==> config.mk <==
export PLATFORM = sky130hd
export DESIGN_NAME = id_ex_pipe_flat
export DESIGN_NICKNAME = d
export VERILOG_FILES = /design/src/rtl/id_ex_pipe_pkg.sv /design/src/rtl/id_ex_pipe_if.sv /design/src/rtl/pipe_skid_buf.sv /design/src/rtl/id_ex_pipe.sv /design/src/flat_wrapper.sv
export SDC_FILE = /design/constraint.sdc
export NUM_CORES = 1
export LEC_CHECK = 0
export ABC_CLOCK_PERIOD_IN_PS = 2190
export CORE_MARGIN = 10
export CORE_UTILIZATION = 45
export CTS_CLUSTER_SIZE = 8
export DETAILED_ROUTE_END_ITERATION = 12
export PLACE_DENSITY = 0.73
export SLEW_MARGIN = 20
export SYNTH_ARGS = -nofsm -noshare
export SYNTH_HDL_FRONTEND = slang
export SYNTH_SLANG_ARGS = --single-unit
==> constraint.sdc <==
create_clock -name clk -period 2.19 [get_ports clk]
set_input_delay 0.219 -clock clk [delete_from_list [all_inputs] [get_ports clk]]
set_output_delay 0.219 -clock clk [all_outputs]
set_load 0.02 [all_outputs]
==> src/rtl/id_ex_pipe_pkg.sv <==
// Shared widths, ALU encodings and reset polarity for the ID->EX stage and its
// building blocks.
package id_ex_pipe_pkg;

    localparam int XLEN_DEF     = 32;
    localparam int ALUOP_W_DEF  = 8;
    localparam int ALUFUN_W_DEF = 3;
    localparam int RADDR_W_DEF  = 5;
    localparam int BUBBLE_W     = 16;

    // Reset is asserted when rst equals this value.
    localparam logic RST_ENABLE = 1'b0;

    localparam logic [BUBBLE_W-1:0] BUBBLE_MAX = '1;

    // ALU result selector carried on the alufun field.
    typedef enum logic [ALUFUN_W_DEF-1:0] {
        ALUSEL_NOP   = 3'b000,
        ALUSEL_LOGIC = 3'b001,
        ALUSEL_SHIFT = 3'b010,
        ALUSEL_MOVE  = 3'b011,
        ALUSEL_ARITH = 3'b100
    } alu_sel_e;

    // A few opcodes of the aluop field.
    localparam logic [ALUOP_W_DEF-1:0] EXE_NOP_OP = 8'h00;
    localparam logic [ALUOP_W_DEF-1:0] EXE_AND_OP = 8'h24;
    localparam logic [ALUOP_W_DEF-1:0] EXE_OR_OP  = 8'h25;
    localparam logic [ALUOP_W_DEF-1:0] EXE_XOR_OP = 8'h26;
    localparam logic [ALUOP_W_DEF-1:0] EXE_ADD_OP = 8'h20;

endpackage

==> src/rtl/id_ex_pipe_if.sv <==
// Valid/ready bus of the ID->EX stage: decoder-side inputs and EX-side outputs.
interface id_ex_pipe_if
    import id_ex_pipe_pkg::*;
#(
    parameter int XLEN     = XLEN_DEF,
    parameter int ALUOP_W  = ALUOP_W_DEF,
    parameter int ALUFUN_W = ALUFUN_W_DEF,
    parameter int RADDR_W  = RADDR_W_DEF
) ();

    logic                in_valid;
    logic                in_ready;
    logic [ALUOP_W-1:0]  id_aluop;
    logic [ALUFUN_W-1:0] id_alufun;
    logic [XLEN-1:0]     id_reg1;
    logic [XLEN-1:0]     id_reg2;
    logic [RADDR_W-1:0]  id_wd;
    logic                id_wreg;

    logic                out_valid;
    logic                out_ready;
    logic [ALUOP_W-1:0]  ex_aluop;
    logic [ALUFUN_W-1:0] ex_alufun;
    logic [XLEN-1:0]     ex_reg1;
    logic [XLEN-1:0]     ex_reg2;
    logic [RADDR_W-1:0]  ex_wd;
    logic                ex_wreg;

    // master: the decoder plus EX consumer around the stage; slave: the stage.
    modport master (
        output in_valid, id_aluop, id_alufun, id_reg1, id_reg2, id_wd, id_wreg, out_ready,
        input  in_ready, out_valid, ex_aluop, ex_alufun, ex_reg1, ex_reg2, ex_wd, ex_wreg
    );

    modport slave (
        input  in_valid, id_aluop, id_alufun, id_reg1, id_reg2, id_wd, id_wreg, out_ready,
        output in_ready, out_valid, ex_aluop, ex_alufun, ex_reg1, ex_reg2, ex_wd, ex_wreg
    );

endinterface

==> src/rtl/pipe_skid_buf.sv <==
// Generic W-bit valid/ready register slice: a 2-entry skid buffer with a
// registered in_ready (SKID=1) or a single pass-through entry (SKID=0).
module pipe_skid_buf
    import id_ex_pipe_pkg::*;
#(
    parameter int W    = 8,
    parameter bit SKID = 1'b1
) (
    input  logic         clk,
    input  logic         rst,
    input  logic         flush,
    input  logic         in_valid,
    output logic         in_ready,
    input  logic [W-1:0] in_data,
    output logic         out_valid,
    input  logic         out_ready,
    output logic [W-1:0] out_data
);

    logic         m_valid_reg;
    logic [W-1:0] m_data_reg;
    logic         accept;
    logic         consume;

    assign accept    = in_valid & in_ready;
    assign consume   = m_valid_reg & out_ready;
    assign out_valid = m_valid_reg;
    assign out_data  = m_data_reg;

    generate
        if (SKID) begin : g_skid
            // Occupancy encoded as {S.valid, M.valid}.
            localparam logic [1:0] ST_EMPTY = 2'b00;
            localparam logic [1:0] ST_ONE   = 2'b01;
            localparam logic [1:0] ST_FULL  = 2'b11;

            logic         s_valid_reg;
            logic [W-1:0] s_data_reg;

            assign in_ready = !s_valid_reg;

            always_ff @(posedge clk) begin
                if (rst == RST_ENABLE) begin
                    m_valid_reg <= 1'b0;
                    m_data_reg  <= '0;
                    s_valid_reg <= 1'b0;
                    s_data_reg  <= '0;
                end else if (flush) begin
                    m_valid_reg <= 1'b0;
                    s_valid_reg <= 1'b0;
                end else begin
                    case ({s_valid_reg, m_valid_reg})
                        ST_EMPTY: begin
                            if (accept) begin
                                m_valid_reg <= 1'b1;
                                m_data_reg  <= in_data;
                            end
                        end
                        ST_ONE: begin
                            if (accept && consume) begin
                                m_data_reg <= in_data;
                            end else if (accept) begin
                                s_valid_reg <= 1'b1;
                                s_data_reg  <= in_data;
                            end else if (consume) begin
                                m_valid_reg <= 1'b0;
                            end
                        end
                        ST_FULL: begin
                            if (consume) begin
                                m_data_reg  <= s_data_reg;
                                s_valid_reg <= 1'b0;
                            end
                        end
                        default: ;
                    endcase
                end
            end
        end else begin : g_single
            assign in_ready = out_ready | !m_valid_reg;

            always_ff @(posedge clk) begin
                if (rst == RST_ENABLE) begin
                    m_valid_reg <= 1'b0;
                    m_data_reg  <= '0;
                end else if (flush) begin
                    m_valid_reg <= 1'b0;
                end else if (accept) begin
                    m_valid_reg <= 1'b1;
                    m_data_reg  <= in_data;
                end else if (consume) begin
                    m_valid_reg <= 1'b0;
                end
            end
        end
    endgenerate

endmodule

==> src/rtl/id_ex_pipe.sv <==
// ID->EX pipeline stage: packs the decoded fields into a skid buffer, gates
// the write enable with out_valid and counts empty output cycles.
module id_ex_pipe
    import id_ex_pipe_pkg::*;
#(
    parameter int XLEN     = XLEN_DEF,
    parameter int ALUOP_W  = ALUOP_W_DEF,
    parameter int ALUFUN_W = ALUFUN_W_DEF,
    parameter int RADDR_W  = RADDR_W_DEF,
    parameter bit SKID     = 1'b1
) (
    input  logic                clk,
    input  logic                rst,
    input  logic                flush,
    id_ex_pipe_if.slave         bus,
    output logic [BUBBLE_W-1:0] bubble_cnt
);

    localparam int W = ALUOP_W + ALUFUN_W + 2 * XLEN + RADDR_W + 1;

    logic [W-1:0]        in_data;
    logic [W-1:0]        out_data;
    logic                out_valid_int;
    logic                wreg_raw;
    logic [BUBBLE_W-1:0] bubble_cnt_reg;

    assign in_data = {bus.id_aluop, bus.id_alufun, bus.id_reg1, bus.id_reg2,
                      bus.id_wd, bus.id_wreg};

    pipe_skid_buf #(
        .W    (W),
        .SKID (SKID)
    ) u_skid (
        .clk       (clk),
        .rst       (rst),
        .flush     (flush),
        .in_valid  (bus.in_valid),
        .in_ready  (bus.in_ready),
        .in_data   (in_data),
        .out_valid (out_valid_int),
        .out_ready (bus.out_ready),
        .out_data  (out_data)
    );

    assign {bus.ex_aluop, bus.ex_alufun, bus.ex_reg1, bus.ex_reg2,
            bus.ex_wd, wreg_raw} = out_data;
    assign bus.out_valid = out_valid_int;
    // A stale or flushed entry must never write the register file.
    assign bus.ex_wreg   = out_valid_int & wreg_raw;

    always_ff @(posedge clk) begin
        if (rst == RST_ENABLE) begin
            bubble_cnt_reg <= '0;
        end else if (!out_valid_int && bubble_cnt_reg != BUBBLE_MAX) begin
            bubble_cnt_reg <= bubble_cnt_reg + 1'b1;
        end
    end

    assign bubble_cnt = bubble_cnt_reg;

endmodule

==> src/flat_wrapper.sv <==
// flat-port wrapper written by rule: the top's interface ports become plain ports
module id_ex_pipe_flat import id_ex_pipe_pkg::*;
#(
    parameter int XLEN     = XLEN_DEF,
    parameter int ALUOP_W  = ALUOP_W_DEF,
    parameter int ALUFUN_W = ALUFUN_W_DEF,
    parameter int RADDR_W  = RADDR_W_DEF,
    parameter bit SKID     = 1'b1
)
  (clk, rst, flush, bubble_cnt, bus_in_valid, bus_id_aluop, bus_id_alufun, bus_id_reg1, bus_id_reg2, bus_id_wd, bus_id_wreg, bus_out_ready, bus_in_ready, bus_out_valid, bus_ex_aluop, bus_ex_alufun, bus_ex_reg1, bus_ex_reg2, bus_ex_wd, bus_ex_wreg);
  id_ex_pipe_if #(.XLEN(XLEN), .ALUOP_W(ALUOP_W), .ALUFUN_W(ALUFUN_W), .RADDR_W(RADDR_W)) bus_i ();
  input  logic clk;
  input  logic rst;
  input  logic flush;
  output logic [BUBBLE_W-1:0] bubble_cnt;
  input wire logic [$bits(bus_i.in_valid)-1:0] bus_in_valid;
  input wire logic [$bits(bus_i.id_aluop)-1:0] bus_id_aluop;
  input wire logic [$bits(bus_i.id_alufun)-1:0] bus_id_alufun;
  input wire logic [$bits(bus_i.id_reg1)-1:0] bus_id_reg1;
  input wire logic [$bits(bus_i.id_reg2)-1:0] bus_id_reg2;
  input wire logic [$bits(bus_i.id_wd)-1:0] bus_id_wd;
  input wire logic [$bits(bus_i.id_wreg)-1:0] bus_id_wreg;
  input wire logic [$bits(bus_i.out_ready)-1:0] bus_out_ready;
  output wire logic [$bits(bus_i.in_ready)-1:0] bus_in_ready;
  output wire logic [$bits(bus_i.out_valid)-1:0] bus_out_valid;
  output wire logic [$bits(bus_i.ex_aluop)-1:0] bus_ex_aluop;
  output wire logic [$bits(bus_i.ex_alufun)-1:0] bus_ex_alufun;
  output wire logic [$bits(bus_i.ex_reg1)-1:0] bus_ex_reg1;
  output wire logic [$bits(bus_i.ex_reg2)-1:0] bus_ex_reg2;
  output wire logic [$bits(bus_i.ex_wd)-1:0] bus_ex_wd;
  output wire logic [$bits(bus_i.ex_wreg)-1:0] bus_ex_wreg;
  assign bus_i.in_valid = bus_in_valid;
  assign bus_i.id_aluop = bus_id_aluop;
  assign bus_i.id_alufun = bus_id_alufun;
  assign bus_i.id_reg1 = bus_id_reg1;
  assign bus_i.id_reg2 = bus_id_reg2;
  assign bus_i.id_wd = bus_id_wd;
  assign bus_i.id_wreg = bus_id_wreg;
  assign bus_i.out_ready = bus_out_ready;
  assign bus_in_ready = bus_i.in_ready;
  assign bus_out_valid = bus_i.out_valid;
  assign bus_ex_aluop = bus_i.ex_aluop;
  assign bus_ex_alufun = bus_i.ex_alufun;
  assign bus_ex_reg1 = bus_i.ex_reg1;
  assign bus_ex_reg2 = bus_i.ex_reg2;
  assign bus_ex_wd = bus_i.ex_wd;
  assign bus_ex_wreg = bus_i.ex_wreg;
  id_ex_pipe #(.XLEN(XLEN), .ALUOP_W(ALUOP_W), .ALUFUN_W(ALUFUN_W), .RADDR_W(RADDR_W), .SKID(SKID)) u_core (.clk(clk), .rst(rst), .flush(flush), .bus(bus_i), .bubble_cnt(bubble_cnt));
endmodule
# Yosys cells after proc, flatten, opt, wreduce, memory -nomap -nowiden
# Index checks and enable logic that the tools add are counted.
[word_totals]
regBits = 180
input_bits = 86
output_inout_bits = 99
wordCells = 46
[classes]
addsub = 1
n_eq_ne = 10
n_mux = 11
bitwise = 6
reduce_logical = 13
[op_table]
columns = ["op", "n"]
rows = [
  ["$mux 81", 3],
  ["$pmux 81 s3", 1],
  ["$add 16x1->16 const B", 1],
  ["$ne 16x16->1 const B", 1],
  ["$ne 2x2->1 const B", 7],
  ["$reduce_and 5->1", 2],
  ["$reduce_and 4->1", 2],
  ["$mux 1", 5],
  ["$pmux 1 s2", 2],
  ["$reduce_bool 2->1", 2],
  ["$and 1x1->1", 3],
  ["$not 1->1", 3],
  ["$reduce_bool 3->1", 1],
  ["$eq 2x1->1 const B", 1],
  ["$eq 2x2->1 const B", 1],
  ["$logic_and 1x1->1", 2],
  ["$logic_not 1->1", 2],
  ["$logic_not 2->1", 1],
  ["$reduce_or 2->1", 1],
]

# Depth between registers and ports, before layout
[logic_depth]
ltp_word = 5
mapped_depth = 7
ltp_nobuf = 5

# Hierarchy
# A second synthesis with hierarchy kept.
[unflattened]
cells_unflattened = 1063
area_unflattened_um2 = 9317.7
[modules_own_cells]
columns = ["module", "instances", "cells_each", "area_each_um2", "seq_area_each_um2"]
rows = [
  ["pipe_skid_buf", 1, 969, 8495.6, 3283.1],
  ["id_ex_pipe", 1, 94, 822.0, 320.3],
]

# Worst setup path after synthesis
# OpenSTA, ideal clock, no wires.
[synth_path]
path_kind = "reg2reg"
startpoint = "register u_core.u_skid.m_valid_reg, in the netlist u_core.u_skid.out_valid"
endpoint = "register u_core.u_skid.m_data_reg[17], in the netlist u_core.u_skid.out_data[17]"
setup_ns = 0.133
t_arrival_ns = 1.711
required_time_ns = 2.057
setup_slack_ns = 0.345
path_stages_with_launch = 6
path_buffers = 2
period_less_slack_ns = 1.845
path_cell_list = "dfxtp_1 > nand2_2 > a221oi_4 > buf_6 > buf_2 > a311oi_1"
[synth_via]
elab_chain_cells = 4
word_cells_on_any_way = 11
classes_between = "eq/ne (5); mux (1); bitwise (1); reduce/logical (4)"
[synth_lines]
columns = ["item", "line_no", "text"]
rows = [
  ["from (decl)", "pipe_skid_buf.sv:20", "logic m_valid_reg;"],
  ["from (signal assigned)", "pipe_skid_buf.sv:44", "m_valid_reg <= 1'b0;"],
  ["from (signal assigned)", "pipe_skid_buf.sv:49", "m_valid_reg <= 1'b0;"],
  ["from (signal assigned)", "pipe_skid_buf.sv:55", "m_valid_reg <= 1'b1;"],
  ["$and 1x1->1", "pipe_skid_buf.sv:26", "assign consume = m_valid_reg & out_ready;"],
  ["$logic_and 1x1->1", "pipe_skid_buf.sv:60", "if (accept && consume) begin"],
  ["$ne 2x2->1 (no source line)", "-", ""],
  ["$reduce_and 5->1 (no source line)", "-", ""],
  ["to (signal assigned)", "pipe_skid_buf.sv:56", "m_data_reg <= in_data;"],
  ["to (signal assigned)", "pipe_skid_buf.sv:61", "m_data_reg <= in_data;"],
  ["to (signal assigned)", "pipe_skid_buf.sv:71", "m_data_reg <= s_data_reg;"],
  ["to (decl)", "pipe_skid_buf.sv:21", "logic [W-1:0] m_data_reg;"],
]
# Parallel ways exist; a longest one is shown, timed or not.
# A chain may end at the register's enable or synchronous reset.

# Worst setup path in the final report
[layout_path]
startpoint = "register u_core.u_skid.g_skid.s_valid_reg"
endpoint = "output port bus_in_ready"
[layout_via]
elab_chain_cells = 1
[layout_lines]
columns = ["item", "line_no", "text"]
rows = [
  ["from (decl)", "pipe_skid_buf.sv:37", "logic s_valid_reg;"],
  ["from (signal assigned)", "pipe_skid_buf.sv:46", "s_valid_reg <= 1'b0;"],
  ["from (signal assigned)", "pipe_skid_buf.sv:50", "s_valid_reg <= 1'b0;"],
  ["from (signal assigned)", "pipe_skid_buf.sv:63", "s_valid_reg <= 1'b1;"],
  ["$logic_not 1->1", "pipe_skid_buf.sv:40", "assign in_ready = !s_valid_reg;"],
  ["to (decl)", "flat_wrapper.sv:24", "output wire logic [$bits(bus_i.in_ready)-1:0] bus_in_ready;"],
]
# Every way passes these cells.

==> impl_metrics.tcl <==
set metrics [dict create \
    synthXorXnorAreaFrac_pct 0.2218 \
    grt_pass1_wl_um 33420 \
    dp_hpwl_um 13280 \
    synth-seq-area-share_pct 45.63 \
    synth_top_family_by_area "simple AND/OR/NAND/NOR gates" \
    grt_use_total_pct 17.04 \
    rr_startpoint "u_core.u_skid.out_valid" \
    m1WireLength_um 8868 \
    clk_pin_slew_worst_paths_ps 70 \
    final_antenna_net_count 0 \
    syn2layout_area_growth_pct 26.03 \
    hold_viol 0 \
    ys.flop_type "dfxtp_1" \
    cts_tree "built" \
    viasPerCell 5.250 \
    slowest_stage "clkdlybuf4s50_1" \
    dpl_cell_area_sq_um 9318 \
    peakVddDrop_uv 552.6 \
    hp-class "input port to flip-flop" \
    crit_family "buffers and inverters" \
    synth_area_per_cell_sq_um 7.905 \
    hold_end "u_core.u_skid.g_skid.s_data_reg[41]" \
    fin_tns_setup_ps 0 \
    yosys-top-cells-area "dfxtp_1, nand2_1, a311oi_1, buf_4, a21oi_1" \
    vias 6804 \
    report.final.slew_viol_count 0 \
    syn-cell-area_sq_um 7898 \
    coreArea_sq_um 17240 \
    synth.top_cell.area_share_pct 45.63 \
    antenna_found_initial 0 \
    syn-instance-count 999 \
    rsz0062_at_grt "no" \
    synth_compound_area_share_pct 16.62 \
    cp.required_ps 1970 \
    synth.mux.area_fraction_pct 0.1267 \
    die_h_um 152.5 \
    io_pins 185 \
    synth_edf_count 0 \
    crit_type "flip-flop to primary output" \
    clockBufferDepth 2 \
    drv_cap 0 \
    rrSetupSlack_ps 310 \
    ys_types 35 \
    drc 0 \
    min_path_cells 3 \
    hold_ws_ps 372.7 \
    fin_crit_sh_pct 92.17 \
    nNetsFinal 1145 \
    fillers 1624 \
    final_area_sq_um 9953 \
    cp-start-kind "flip-flop" \
    num_antenna_cells 0 \
    dr_wl_met3_um 1239 \
    worst_slew_pin_slew_ps 523.7 \
    arrival_ps 1800 \
    hp-start "bus_id_reg1[3]" \
    yosysMostFrequentCell "nand2_1" \
    reg2regPathDepth 5 \
    synth_fa_ha_area_share_pct 0.1584 \
    drive_gt1_share_pct 5.415 \
    crit-reg2reg-capture "u_core.u_skid.out_data[67]" \
    fin_worst_skew_ps 8.796 \
    leakagePower_nw 3.433 \
    setup-violations-final 0 \
    htreeDepth 4 \
    fmax_mhz 495.4 \
    ys_warn_count 0 \
    portBuffers 184 \
    grt_max_degree 93 \
    wl_per_cell_um 15.80 \
    ys_seq_elements 180 \
    relSlewSlack_pct 65.08 \
    dr.first_iter.drc_count 441 \
    numCtsBuffers 17 \
    fp.dieW_um 152.5 \
    period_minus_slack_ps 2018 \
    clock_latency_ps 420 \
    cts.sinks 180 \
    postCtsHoldBufs 0 \
    post-cts-setup-buffer-count 0 \
    die-area_sq_um 23250 \
    ctsResizeCount 0 \
    grt_overflow 0 \
    routed_wl_um 20470 \
    critPathMaxFanout 84 \
    end_kind "primary output" \
    grt_pass1_vias 6249 \
    cp_num_buf_inv 3 \
    p_per_area_nw_per_um2 769.5 \
    dr.pass1.iters 4 \
    finalCoreUtilization_pct 57.75 \
    dr_wl_met2_um 10070 \
    syn-num-nets 1086 \
    topRoutingLayerUsed "met4" \
    synthArstFlopShare_pct 0 \
    synth_area_leader_cell "dfxtp_1" \
    rows 48 \
    crit_path_cell_trace "buf_12 -> inv_1 -> clkdlybuf4s50_1" \
    synth-simple-area-share_pct 24.41 \
    initial_core_util_pct 45.82 \
    synth.cells.most_frequent "nand2_1, dfxtp_1, a21oi_1, nor2_1, nand3_1" \
    status "finished clean" \
    max_stage_delay_ps 550 \
    gp_congestion 0.7829 \
    finalPower_w 0.007659 \
    cts_root_buf "clkbuf_16" \
]
## logic make-up (layout without fill, tap and decap cells)
| family | count (synthesis) | in the layout |
|---|---|---|
| AOI/OAI and AO/OA | 190 | 190 |
| xor gates and xnor gates | 2 | 2 |
| adders and majority gates | 1 | 1 |
| buffers and inverters | 169 | 241 |
| DFF | 180 | 180 |
| muxes | 1 | 1 |
| and+or+nand+nor | 456 | 456 |
## where the power goes
| part | switching, W | total (W) | internal (W) |
|---|---|---|---|
| Combinational | 0.000476 | 0.000924 | 0.000448 |
| Clock | 0.00131 | 0.00326 | 0.00196 |
| Sequential | 0.0000748 | 0.00347 | 0.00340 |
## final cells by class
type | instances | area (sq um) | share of cell area [%]
clock buffer | 18 | 439.2 | 4.412
clock inverter | 14 | 196.4 | 1.974
inverter | 6 | 25.02 | 0.2514
multi-input combinational | 650 | 3293 | 33.09
sequential | 180 | 3608 | 36.25
tap | 225 | 281.5 | 2.828
timing repair buffer | 203 | 2110 | 21.19
## layer usage
layer  GRT usage [%]  vias up
met5               0        -
met1           21.34     3132
met3           4.770       18
li1                -     3490
met2           27.74      164
met4           5.359        0
## cells in the final DEF, fill, tap and decap left out, types with 2 or more instances in the layout
master and count:
nand2b_1 6, a311oi_1 81, inv_6 4, or4_1 4
a211oi_1 3, inv_1 5, dfxtp_1 178, nor3_1 4
a21oi_1 90, clkinv_4 3, nor2_1 85, nand3_1 83
buf_4 9, buf_12 10, o21ai_0 4, nor4_1 2
and3b_1 2, or3_1 3, clkdlybuf4s50_1 184, and4_1 2
clkinv_2 3, o211ai_1 4, bufinv_16 4, o31ai_1 6
nand4_1 6, clkbuf_16 17, nand2_1 252
## how the worst max path moves through the flow
stage,depth (start not counted),endpoint,start
after floorplan,5,u_core.u_skid.out_data[17],u_core.u_skid.out_valid
after global placement,6,u_core.u_skid.out_data[47],bus_out_ready
after detailed placement,6,u_core.u_skid.out_data[65],bus_in_valid
after CTS,3,bus_in_ready,u_core.u_skid.g_skid.s_valid_reg
after global routing,3,bus_in_ready,u_core.u_skid.g_skid.s_valid_reg
final,3,bus_in_ready,u_core.u_skid.g_skid.s_valid_reg
## worst reg2reg max path: cells and delay by family, from the launching register on
kind            cells  cell delay (ps)
flops               1              550
simple gates        2              290
buf+inv             1              340
compound gates      2              620
## through the flow
step / instances / setup WS [ps]
4_1_cts: 1296 / 133.6
3_3_place_gp: 1264 / 174.8
6_report: 1296 / 171.5
5_1_grt: 1296 / 78.62
3_5_place_dp: 1264 / 116.5
2_1_floorplan: 999 / 345.2
Note: power is estimated with default switching activity, not from simulation.
